<file path="src/rtl/debouncer.sv">
// Per-bit debouncer for already-synchronized inputs: a shared free-running
// sample tick feeds saturating per-bit "stable-high" counters.
module debouncer #(
  parameter int WIDTH          = 1,
  parameter int SAMPLE_CNT_MAX = 62500,
  parameter int PULSE_CNT_MAX  = 200
) (
  input  logic             clk,
  input  logic             rst,
  input  logic [WIDTH-1:0] glitchy_signal,
  output logic [WIDTH-1:0] debounced_signal,
  output logic [WIDTH-1:0] rising_pulse
);

  localparam int SW = (SAMPLE_CNT_MAX > 1) ? $clog2(SAMPLE_CNT_MAX) : 1;
  localparam int PW = (PULSE_CNT_MAX > 1) ? $clog2(PULSE_CNT_MAX + 1) : 1;

  localparam logic [SW-1:0] SAMPLE_LAST = SW'(SAMPLE_CNT_MAX - 1);
  localparam logic [PW-1:0] PULSE_TOP   = PW'(PULSE_CNT_MAX);

  logic [SW-1:0]    r_sample_cnt;
  logic             w_sample_tick;
  logic [PW-1:0]    r_pulse_cnt [WIDTH];
  logic [WIDTH-1:0] w_debounced;
  logic [WIDTH-1:0] r_debounced_d;
  logic [WIDTH-1:0] r_rising_pulse;

  assign w_sample_tick = (r_sample_cnt == SAMPLE_LAST);

  // Free-running tick source shared by every bit; input activity never restarts it.
  // NOTE: sequential state uses non-blocking assignments so every register
  // samples pre-edge values regardless of statement order.
  always_ff @(posedge clk) begin
    if (rst) begin
      r_sample_cnt <= '0;
    end else if (w_sample_tick) begin
      r_sample_cnt <= '0;
    end else begin
      r_sample_cnt <= r_sample_cnt + 1'b1;
    end
  end

  // A low sample on any cycle clears the run; ticks only advance it up to saturation.
  always_ff @(posedge clk) begin
    for (int i = 0; i < WIDTH; i++) begin
      if (rst || !glitchy_signal[i]) begin
        r_pulse_cnt[i] <= '0;
      end else if (w_sample_tick && (r_pulse_cnt[i] < PULSE_TOP)) begin
        r_pulse_cnt[i] <= r_pulse_cnt[i] + 1'b1;
      end
    end
  end

  // NOTE: every variable written here gets a default first, so no latch can be inferred.
  always_comb begin
    w_debounced = '0;
    for (int i = 0; i < WIDTH; i++) begin
      w_debounced[i] = (r_pulse_cnt[i] == PULSE_TOP);
    end
  end

  always_ff @(posedge clk) begin
    if (rst) begin
      r_debounced_d  <= '0;
      r_rising_pulse <= '0;
    end else begin
      r_debounced_d  <= w_debounced;
      r_rising_pulse <= w_debounced & ~r_debounced_d;
    end
  end

  assign debounced_signal = w_debounced;
  assign rising_pulse     = r_rising_pulse;

endmodule

</file>
<file path="config.mk">
export PLATFORM = sky130hd
export DESIGN_NAME = debouncer
export DESIGN_NICKNAME = d
export VERILOG_FILES = /design/src/rtl/debouncer.sv
export SDC_FILE = /design/constraint.sdc
export NUM_CORES = 1
export LEC_CHECK = 0
export CORE_ASPECT_RATIO = 1.1
export CORE_MARGIN = 2
export CORE_UTILIZATION = 55
export CTS_CLUSTER_DIAMETER = 100
export DETAILED_ROUTE_END_ITERATION = 10
export DONT_BUFFER_PORTS = 1
export GPL_TIMING_DRIVEN = 0
export HOLD_SLACK_MARGIN = 0.08
export PLACE_DENSITY = 0.81
export SLEW_MARGIN = 0
export SYNTH_ARGS = -nofsm -noshare
export SYNTH_HDL_FRONTEND = slang
export SYNTH_SLANG_ARGS = --single-unit
</file>
<file path="constraint.sdc">
create_clock -name clk -period 2.4 [get_ports clk]
set_input_delay 0.48 -clock clk [delete_from_list [all_inputs] [get_ports clk]]
set_output_delay 0.48 -clock clk [all_outputs]
set_load 0.02 [all_outputs]
</file>
==> run metrics <==
outcome=complete, no violations; detailed-placement wirelength estimate=1400 um; layout cells sized above 1=0.0687; overall via count from detail_route=833; upper clock frequency limit=between 500 and 600 MHz; total count of max-transition violations in the final report=0; number of cells on the worst hold path=1; critical path endpoint category=flop; GR Util All Layers=0.172; final standard cell utilization of the core=0.629; VDD IR max=0.379 mV; number of synthesized register bits=26; average size of a mapped cell=9.47 um2; Min Clock Period, post-route=approximately 2.0 ns; setup clock skew after layout=0.00810 ns; type of the tightest min-delay check=input pin to flop; actual slew at the worst max-slew pin=0.714 ns; wire per inst=11.8 um; highest fanout seen on the critical path=8; max-cap viol count=0; width of the chip=just under 50 um; number of cell instances on the worst register-to-register path=4; setup tns final=0 ns; delay of the slowest cell on the worst path=0.61 ns; data arrival time at the worst-slack endpoint=1.95 ns; cell area after synthesis=about 0.0012 mm2; placed instance count=155; later-pin clock latency in the skew report=0.32 ns; residual DRC count=0; via count of the first global-routing pass=813; clock tree from TritonCTS=yes; Net count, final=138; unrepaired setup endpoints after global routing=no; synth-to-layout area growth=6.87%; slowest library cell on the worst path=o21ai_1; GRT Residual Overflow=0; first-pass GRT wire length=3310 um; sequential cell area=around 600 um2; number of antenna violations at the first check in global routing=0; I/O pin count=5; total length of routed wires=~1900 um; clock buffers created by TritonCTS=3; TritonCTS sink count=26; routed vias/inst=5.24; Setup CP Type=flop to flop; last weighted congestion value of the routability-driven placer=about 0.83; remaining number of nets flagged by the antenna check after routing=0; depth of the CTS H-tree=1; commonest non-fill, non-tap cells in the layout=nor2_1, dfxtp_1, xnor2_1, nand3_1; net count of the mapped netlist=between 100 and 150; pwr dens=583 mW/mm2; count of routing violations after the opening detailed-route iteration=28; combined area of the multi-input logic cells=552 um2; Initial Util=0.589; maximum buffer depth of the clock tree=2; Placeable Area=0.00204 mm2; number of setup violations in the final report=0; Gate Count Post-Synth=127; largest net degree at the start of global routing=16; commonest non-fill, non-tap cell in the layout=nor2_1; proportion of synthesized chip area in sequential cells=0.499; crit path launch type=flop; standard-cell row count=17; count of non-filler cells in the finished layout=roughly 160; Antenna Diode Count=0; Post-CTS Setup Repair Bufs=0; Slew HR=0.521; die area=0.00258 mm2; data required time of the critical path=2.36 ns; post-cts hold buffer count=0; number of warning messages in the yosys log=0; number of distinct library cell variants in the gate-level netlist after synthesis=23; Die Ht=53.0 um; drt first pass iters=5; number of hold violations in the final report=0; post-CTS sizing=0; register clock-pin slew on the reported worst setup and hold paths=0.14 ns; static leakage power=0.000436 uW; root buf cell=clkbuf_4; number of buffers inserted by port buffering=0; FILL cells=181; final period utilization=0.827; series of cell instances along the critical path=ha_1 > and4bb_2 > nand4b_1 > o21ai_1
-- state kept, by name, indices dropped and copies added (netlist names) --
name           cells
r_debounced_d      1
r_pulse_cnt        8
r_sample_cnt      16
rising_pulse       1
-- layer usage --
| metal | part of all wire | GRT usage | vias up |
|---|---|---|---|
| li1 | - | - | 432 |
| met1 | 0.47 | 0.197 | 382 |
| met2 | 0.48 | 0.308 | 17 |
| met3 | 0.029 | 0.0254 | 2 |
| met4 | 0.013 | 0.105 | 0 |
| met5 | 0 | 0 | - |
-- critical path: cells and delay by family, from the launching register on --
family	cells	cell delay, ns
compound gates	1	0.61
simple gates	2	0.40
flops	1	0.39
fa+ha+maj	1	0.23
-- synth_stat cells --
master,count,area share
xor2_1,5,0.036
or3b_1,1,0.0073
and3_1,2,0.010
ha_1,3,0.031
edfxtp_1,8,0.20
nand4_1,3,0.016
nand2_1,4,0.012
inv_1,8,0.025
buf_2,1,0.0042
buf_6,1,0.0094
nor4_1,3,0.016
nor4_2,1,0.010
nand3_1,9,0.037
nor3_1,7,0.029
nand2b_1,1,0.0052
nor2b_1,1,0.0052
and4bb_2,2,0.021
clkbuf_1,1,0.0031
nand4b_1,2,0.015
nor2_1,30,0.094
dfxtp_1,18,0.30
o21ai_0,1,0.0042
xnor2_1,15,0.11
-- kinds of logic after synthesis --
| kind of cell | synth area share |
|---|---|
| and+or+nand+nor | 0.278 |
| adders and majority gates | 0.0312 |
| buffers and inverters | 0.0416 |
| xor gates and xnor gates | 0.146 |
| DFF | 0.499 |
| AOI/OAI and AO/OA | 0.00416 |
-- final timing paths --
check	slack, ns	startpoint	to
max	0.42	r_sample_cnt[0]$_SDFF_PP0_	r_pulse_cnt[0][7]$_SDFFCE_PN0P_
min	0.21	rst	rising_pulse$_SDFF_PP0_
max reg2reg	0.42	r_sample_cnt[0]$_SDFF_PP0_	r_pulse_cnt[0][7]$_SDFFCE_PN0P_
min reg2reg	0.40	r_debounced_d$_SDFF_PP0_	rising_pulse$_SDFF_PP0_
-- stage by stage --
| step | worst slack, ns | hold WS, ns | total power [uW] | cell area (um2) |
|---|---|---|---|---|
| after CTS | 0.121 | 0.198 | 758 | 1280 |
| after global placement | 0.208 | 0.383 | 505 | 1240 |
| after global routing | 0.292 | 0.195 | 774 | 1280 |
| after floorplan | 0.486 | 0.374 | 500 | 1200 |
| after detailed placement | 0.136 | 0.378 | 506 | 1240 |
| final | 0.415 | 0.212 | 749 | 1280 |
-- where the power goes --
part / internal (uW) / switching [uW] / total, uW
clock network: 127 / 125 / 252
registers: 462 / 9.98 / 472
logic: 10.5 / 14.2 / 24.7
-- cell type report --
class / count / share of cell area
Sequential cell: 26 / 0.467
Inverter: 8 / 0.0234
Clock buffer: 4 / 0.0370
Tap cell: 28 / 0.0273
Buffer: 3 / 0.0156
Multi-Input combinational cell: 90 / 0.429
Power figures use the tool's default switching activity.
